### src/rtl/fc_layer_scheduler.sv
// Walks a preloaded descriptor table and launches the matrix_fc engine once per layer,
// ping-ponging activations between two buffers. Optional perf counters: FC_SCHED_PERF_EN.
module fc_layer_scheduler #(
  parameter int          MAX_LAYERS = 8,
  parameter int          LW         = 3,
  parameter logic [13:0] BUF_A_ADDR = 14'd0,
  parameter logic [13:0] BUF_B_ADDR = 14'd4096
) (
  input  logic          clk,
  input  logic          reset,
  input  logic          cfg_we,
  input  logic [LW-1:0] cfg_layer,
  input  logic [1:0]    cfg_field,
  input  logic [13:0]   cfg_data,
  output logic          cfg_err,
  input  logic [LW:0]   num_layers,
  input  logic          run_start,
  input  logic          abort,
  output logic          busy,
  output logic          run_done,
  output logic [LW-1:0] cur_layer,
  output logic          out_buf_sel,
  output logic          eng_start,
  input  logic          eng_done,
  output logic [13:0]   eng_src1_addr,
  output logic [13:0]   eng_src2_addr,
  output logic [13:0]   eng_dest_addr,
  output logic [12:0]   eng_src1_row,
  output logic [12:0]   eng_src1_col,
  output logic [12:0]   eng_src2_row,
  output logic [12:0]   eng_src2_col
`ifdef FC_SCHED_PERF_EN
  ,
  output logic [31:0]   perf_cycles,
  output logic [LW:0]   perf_layers
`endif
);

  typedef enum logic [2:0] {S_IDLE, S_SETUP, S_LAUNCH, S_WAIT, S_NEXT, S_FINISH} state_t;

  localparam logic [LW:0] LAYER_ONE = (LW+1)'(1);
  localparam logic [LW:0] LAYER_MAX = (LW+1)'(MAX_LAYERS);

  state_t      state_reg, state_next;
  logic [LW:0] layer_reg, layer_next, n_reg, n_next;
  logic        parity_reg, parity_next, abort_reg, abort_next;
  logic        busy_reg, busy_next, run_done_reg, run_done_next;
  logic        obs_reg, obs_next, cfg_err_reg, cfg_err_next;
  logic        start_reg, start_next;
  logic [13:0] src1_reg, src1_next, src2_reg, src2_next, dest_reg, dest_next;
  logic [12:0] row1_reg, row1_next, row2_reg, row2_next, col2_reg, col2_next;

  // Descriptor table: deliberately not reset, only written while idle
  logic [13:0] w_mem   [MAX_LAYERS];
  logic [12:0] in_mem  [MAX_LAYERS];
  logic [12:0] out_mem [MAX_LAYERS];

  always_ff @(posedge clk) begin
    if (cfg_we && state_reg == S_IDLE) begin
      case (cfg_field)
        2'd0:    w_mem[cfg_layer]   <= cfg_data;
        2'd1:    in_mem[cfg_layer]  <= cfg_data[12:0];
        2'd2:    out_mem[cfg_layer] <= cfg_data[12:0];
        default: ;
      endcase
    end
  end

  logic [13:0] d_w;
  logic [12:0] d_in, d_out;
  assign d_w   = w_mem[layer_reg[LW-1:0]];
  assign d_in  = in_mem[layer_reg[LW-1:0]];
  assign d_out = out_mem[layer_reg[LW-1:0]];

  always_comb begin
    state_next    = state_reg;
    layer_next    = layer_reg;
    n_next        = n_reg;
    parity_next   = parity_reg;
    abort_next    = abort_reg | (abort && state_reg != S_IDLE);
    busy_next     = busy_reg;
    run_done_next = 1'b0;
    obs_next      = obs_reg;
    cfg_err_next  = cfg_we && state_reg != S_IDLE;
    start_next    = start_reg;
    src1_next     = src1_reg;
    src2_next     = src2_reg;
    dest_next     = dest_reg;
    row1_next     = row1_reg;
    row2_next     = row2_reg;
    col2_next     = col2_reg;
    case (state_reg)
      S_IDLE: begin
        abort_next = 1'b0;
        if (run_start) begin
          n_next      = (num_layers > LAYER_MAX) ? LAYER_MAX : num_layers;
          layer_next  = '0;
          parity_next = 1'b0;
          busy_next   = 1'b1;
          state_next  = S_SETUP;
        end
      end
      S_SETUP: begin
        if (layer_reg == n_reg) begin
          state_next = S_FINISH;
        end else if (d_in == '0 || d_out == '0) begin
          layer_next = layer_reg + LAYER_ONE;
        end else begin
          src1_next  = parity_reg ? BUF_B_ADDR : BUF_A_ADDR;
          dest_next  = parity_reg ? BUF_A_ADDR : BUF_B_ADDR;
          src2_next  = d_w;
          row1_next  = d_in;
          row2_next  = d_out;
          col2_next  = d_in;
          start_next = 1'b1;
          state_next = S_LAUNCH;
        end
      end
      // Engine idles with done high, so only a low done proves the job was taken
      S_LAUNCH: begin
        if (!eng_done) begin
          start_next = 1'b0;
          state_next = S_WAIT;
        end
      end
      S_WAIT: begin
        if (eng_done) state_next = S_NEXT;
      end
      S_NEXT: begin
        layer_next  = layer_reg + LAYER_ONE;
        parity_next = ~parity_reg;
        state_next  = (abort_reg || abort) ? S_FINISH : S_SETUP;
      end
      S_FINISH: begin
        run_done_next = 1'b1;
        obs_next      = parity_reg;
        busy_next     = 1'b0;
        abort_next    = 1'b0;
        state_next    = S_IDLE;
      end
      default: state_next = S_IDLE;
    endcase
  end

  always_ff @(posedge clk or posedge reset) begin
    if (reset) begin
      state_reg    <= S_IDLE;
      layer_reg    <= '0;
      n_reg        <= '0;
      parity_reg   <= 1'b0;
      abort_reg    <= 1'b0;
      busy_reg     <= 1'b0;
      run_done_reg <= 1'b0;
      obs_reg      <= 1'b0;
      cfg_err_reg  <= 1'b0;
      start_reg    <= 1'b0;
      src1_reg     <= '0;
      src2_reg     <= '0;
      dest_reg     <= '0;
      row1_reg     <= '0;
      row2_reg     <= '0;
      col2_reg     <= '0;
    end else begin
      state_reg    <= state_next;
      layer_reg    <= layer_next;
      n_reg        <= n_next;
      parity_reg   <= parity_next;
      abort_reg    <= abort_next;
      busy_reg     <= busy_next;
      run_done_reg <= run_done_next;
      obs_reg      <= obs_next;
      cfg_err_reg  <= cfg_err_next;
      start_reg    <= start_next;
      src1_reg     <= src1_next;
      src2_reg     <= src2_next;
      dest_reg     <= dest_next;
      row1_reg     <= row1_next;
      row2_reg     <= row2_next;
      col2_reg     <= col2_next;
    end
  end

`ifdef FC_SCHED_PERF_EN
  always_ff @(posedge clk or posedge reset) begin
    if (reset) begin
      perf_cycles <= '0;
      perf_layers <= '0;
    end else if (state_reg == S_IDLE && run_start) begin
      perf_cycles <= '0;
      perf_layers <= '0;
    end else begin
      if (busy_reg) perf_cycles <= perf_cycles + 32'd1;
      if (state_reg == S_WAIT && eng_done) perf_layers <= perf_layers + LAYER_ONE;
    end
  end
`endif

  assign cfg_err       = cfg_err_reg;
  assign busy          = busy_reg;
  assign run_done      = run_done_reg;
  assign cur_layer     = layer_reg[LW-1:0];
  assign out_buf_sel   = obs_reg;
  assign eng_start     = start_reg;
  assign eng_src1_addr = src1_reg;
  assign eng_src2_addr = src2_reg;
  assign eng_dest_addr = dest_reg;
  assign eng_src1_row  = row1_reg;
  assign eng_src1_col  = 13'd1;
  assign eng_src2_row  = row2_reg;
  assign eng_src2_col  = col2_reg;

endmodule

### config.mk
export PLATFORM = sky130hd
export DESIGN_NAME = fc_layer_scheduler
export DESIGN_NICKNAME = d
export VERILOG_FILES = /design/src/rtl/fc_layer_scheduler.sv
export SDC_FILE = /design/constraint.sdc
export NUM_CORES = 1
export LEC_CHECK = 0
export ABC_AREA = 1
export CAP_MARGIN = 5
export CORE_ASPECT_RATIO = 0.8
export CORE_MARGIN = 2
export CORE_UTILIZATION = 45
export DETAILED_ROUTE_END_ITERATION = 10
export PLACE_DENSITY_LB_ADDON = 0.15
export SYNTH_ARGS = -nofsm -noshare
export SYNTH_HDL_FRONTEND = slang
export SYNTH_SLANG_ARGS = --single-unit
### constraint.sdc
create_clock -name clk -period 5.44 [get_ports clk]
set_clock_uncertainty 0.1 [all_clocks]
set_input_delay 0.816 -clock clk [delete_from_list [all_inputs] [get_ports clk]]
set_output_delay 0.816 -clock clk [all_outputs]
set_load 0.02 [all_outputs]
Word-level counts from Yosys, hierarchy flattened
Memories as Yosys holds them, arrays and structs flattened. A register that Yosys moved wholly into a read port is not among the register bits. Index checks and enable logic that the tools add are counted.

Eq/ne operators: 15. $lt $le $gt $ge: 1. $add $sub $neg: 1. Muxes and demuxes: 33. Bitwise gates (word level): 4. Reduce and logical (&&, ||, !) cells: 22.

Operators by type and width (number): $logic_not 13->1 (2); $mux 13 (2); $mux 3 (6); $mux 1 (16); $mux 4 (4); $pmux 3 s5 (1); $ne 2x2->1 const B (6); $pmux 4 s3 (1); $reduce_and 4->1 (3); $eq 3x2->1 const B (2); $eq 3x3->1 const B (2); $pmux 1 s2 (3); $reduce_and 2->1 (3); $reduce_bool 2->1 (3); $reduce_bool 3->1 (2); $add 4x1->4 const B (1); $eq 4x4->1 (1); $gt 4x4->1 const B (1); $eq 3x1->1 const B (1); $logic_and 1x1->1 (3); $logic_not 3->1 (1); $ne 3x3->1 const B (1); $not 1->1 (3); $reduce_and 3->1 (1); other kinds (6) (7).

Bits in writable memories: 320. Memories kept: 3. Output and inout bits: 102. Input port bits: 29. Register bits: 72. Logic and storage cells: 93.

Memory list: w_mem (depth 8, bits a word 14, read ports 1, clocked after Yosys merged registers in 1, wr ports 1, line 54) `logic [13:0] w_mem [MAX_LAYERS];`; in_mem (depth 8, bits a word 13, read ports 1, clocked after Yosys merged registers in 0, wr ports 1, line 55) `logic [12:0] in_mem [MAX_LAYERS];`; out_mem (depth 8, bits a word 13, read ports 1, clocked after Yosys merged registers in 0, wr ports 1, line 56) `logic [12:0] out_mem [MAX_LAYERS];`.

Depth between registers and ports, before layout
An unclocked memory read counts as a cell.

Word-level depth: 6. Gate-level depth with buffers: 18.

Worst setup path before layout
Ideal clock, no wire load.

Path kind: in2reg. From: input cfg_we. To: memory w_mem[0][0], enable pin. Stages: 4. Setup time: 0.384 ns. Setup slack: 3.090 ns. Arrival time: 1.865 ns. Data required time: 4.956 ns. Cell sequence: inv_1 nor2_1 nand3_1 nor2_1.

Longest elaborated chain between the ends: 3.

RTL lines: start: declaration (line 11) `input logic cfg_we,`; $logic_and 1x1->1 (line 59) `if (cfg_we && state_reg == S_IDLE) begin`; $mux 1 (line 59); $mux 1 (implied by the code) (line 61) `2'd0: w_mem[cfg_layer] <= cfg_data;`; end: declaration (line 54).

No other way between the ends.

Final worst setup path
From: register layer_reg[0]. To: register src2_reg[12], in the netlist eng_src2_addr[12], read port of w_mem.

Longest elaborated chain between the ends: 5. Elaborated cells between the ends (all ways): 9.

RTL lines: start: declaration (line 45) `logic [LW:0] layer_reg, layer_next, n_reg, n_next;`; start signal: assignment (line 165) `layer_reg <= layer_next;`; $mem_v2 8x13, on equally long branches; $logic_not 13->1 (line 106) `end else if (d_in == '0 || d_out == '0) begin`; $logic_or 1x1->1 (line 106); $not 1->1 (no source line); $reduce_and 3->1 (no source line); end: declaration (line 50) `logic [13:0] src1_reg, src1_next, src2_reg, src2_next, dest_reg, dest_next;`.

Parallel ways exist; a longest one is shown, timed or not. A chain may end at the register's enable or synchronous reset.

==> flow_metrics.tcl <==
set metrics [dict create \
    hold-worst-slack_ps 371 \
    timing.fmax_mhz 290 \
    grt.overflow.total 0 \
    via_per_inst 5.09 \
    rsz0062_at_grt "false" \
    critPathCaptureType "flop" \
    worst_path_max_delay_cell "dfrtp_4" \
    syn_inst 1491 \
    synth_area_per_cell_um2 10.8 \
    clk_latency_ps 530 \
    synth_seq_area_share_pct 69.0 \
    fin_tns_setup_ps 0 \
    clock-sinks 380 \
    ys_seq_elements 380 \
    top_regs "w_mem (112), in_mem (104), out_mem (104)" \
    initial_core_util_pct 46.0 \
    drive_above_1_share_pct 6.33 \
    fin_crit_sh_pct 63.5 \
    cts_tree "done" \
    ys_warn_count 0 \
    most-common-layout-cells "nand2_1, edfxtp_1, nor2_1, nand3_1, inv_1" \
    cts_resized 0 \
    grt_max_degree 74 \
    cts_setup_buffers 0 \
    p_leak_nw 7.41 \
    swShare_pct 33.3 \
    drt_wl_total_mm 39.2 \
    p_switching_mw 2.83 \
    fp.dieW_um 215 \
    grtUsageTotal_pct 21.1 \
    place.gp.congestion 0.814 \
    max_flop_register "w_mem" \
    vias 10500 \
    startpoint_type "flop" \
    die-area_um2 37300 \
    area_delta_synth_final_pct 14.5 \
    clock-root-buffer "clkbuf_16" \
    drc_errors 0 \
    cpPeakStageDelay_ps 680 \
    ys.flop_type "edfxtp_1" \
    synthArstFlopShare_pct 15.8 \
    seq_power_share_pct 42.0 \
    hold_viol_final 0 \
    final_common_cell "nand2_1" \
    core_um2 35000 \
    cp_num_buf_inv 4 \
    relSlewSlack_pct 20.8 \
    synth_cell_type_count 32 \
    layout_min_cycle_time_ps 3450 \
    htreeDepth 2 \
    wl_per_cell_um 19.0 \
    criticalPathCategory "flop to flop" \
    cts_made_buffers 39 \
    powerDensity_nw_per_um2 461 \
    first_pass_iters 6 \
    min_path_type "flop to flop" \
    largest_reg_flops 112 \
    fp.dieH_um 173 \
    fp-row-count 61 \
    reg2reg_slack_ps 1990 \
    max-vdd-ir-drop_v 0.000222 \
    setup_viol 0 \
    cp.required_ps 5810 \
    syn_area_um2 16100 \
    outcome "finished, final reports clean" \
    clkSlewWorstSetupHoldPaths_ps 60 \
    diodes 0 \
    fin_area_um2 18400 \
    cts_buffer_depth 3 \
    antenna_found_initial 0 \
    ioPinCount 131 \
    drt.antenna.violating_nets 0 \
    path_max_fanout 47 \
    synth_edf_count 320 \
    cp_common_cell "nand2_1" \
    postCtsHoldBufs 0 \
    cell_internal_pwr_mw 5.67 \
    grt_first_pass_wirelength_mm 60.1 \
    hpwlAfterDp_mm 23.1 \
    worstPathCellList "inv_4 -> buf_4 -> nand2_1 -> nand2_1 -> nand2_1 -> nand2_1 -> nand2_1 -> nand2_1 -> nor2_1 -> nand2_1 -> nor2_1 -> nand2_1 -> nand2_1 -> inv_2 -> buf_4 -> nand3_1 -> nand2_1" \
    post_dp_cell_area_um2 17300 \
    power_frac_clock_pct 29.6 \
    fin_nets 1599 \
    grt_pass1_vias 9758 \
    worstPathArrival_ps 3820 \
    portBuffers 91 \
    drtIter0Drc 1268 \
    slew_violations 0 \
    drv_cap 0 \
    cp_top_family "buffers and inverters" \
    worst_pin_slew_ps 1180 \
    pwr-share-comb_pct 28.4 \
]
routing by layer:
metal	wire, um	global-route usage (%)
met5	0	0
met4	637	4.91
met3	2870	3.15
met2	16300	30.0
met1	19400	33.9
final timing paths:
kind,from,depth (start not counted),end
worst max-delay path,layer_reg[0],17,eng_src2_addr[12]
worst min-delay path,eng_src2_row[2],2,eng_src2_row[2]
worst max register to register,layer_reg[0],17,eng_src2_addr[12]
worst min register to register,eng_src2_row[2],2,eng_src2_row[2]
max in group asynchronous,reset,3,layer_reg[0]
min in group asynchronous,reset,3,eng_src2_col[7]
power by group through the flow:
stage / sequential [mW] / combinational [mW] / clock (mW)
6_report: 3.57 / 2.42 / 2.52
5_1_grt: 3.60 / 2.68 / 2.68
4_1_cts: 3.57 / 2.42 / 2.56
3_5_place_dp: 3.63 / 2.41 / 0
3_3_place_gp: 3.63 / 2.39 / 0
2_1_floorplan: 3.76 / 1.44 / 0
cells in the mapped netlist, types with 2 or more instances:
library cell    n  area, um^2
buf_4          61         458
conb_1          2        7.51
buf_2          28         140
o21ai_1         7        35.0
o22ai_1        14        87.6
edfxtp_1      320        9610
inv_2           4        15.0
a32o_1         14         140
nor2_1        165         619
nand2_1       445        1670
dfrtp_1        60        1500
xor2_1          5        43.8
buf_6           4        45.0
o21ai_0        77         385
clkbuf_1       28         105
inv_1         100         375
buf_1           7        26.3
nand3b_1       11        82.6
nand3_1       108         541
a22o_1          3        26.3
a21oi_1        16        80.1
nor3_1          2        10.0
cell families (layout without fill, tap and decap cells):
kind of cell / after synthesis / after routing / synth area share (%)
simple gates: 735 / 735 / 18.4
other cells: 2 / 39 / 0.0466
flops: 380 / 380 / 69.0
xor+xnor: 6 / 6 / 0.326
mux: 1 / 1 / 0.0622
compound gates: 134 / 134 / 4.83
fa+ha+maj: 1 / 1 / 0.0777
buf+inv: 232 / 299 / 7.23
worst min-delay path: stages (launching register included):
cell and delay [ps]:
dfrtp_1 340, nand2_1 50, nand2_1 50
metrics by stage:
step	setup slack [ps]	instances	utilization [%]	power, mW
after detailed placement	2020	2000	49.3	6.04
after global routing	1620	2067	52.6	8.96
final	1990	2067	52.6	8.51
after global placement	2040	2000	49.3	6.02
after floorplan	3040	1528	-	5.20
after CTS	1980	2067	52.6	8.55
final cells by class:
cell class	count	area, um^2
inverters	104	393
fillers	3053	16600
clock buffers	51	1080
well taps	472	591
repair buffers	128	1190
flip-flops and latches	380	11100
clock inverters	16	96.3
multi-input cells	916	3970
Power figures use the tool's default switching activity.
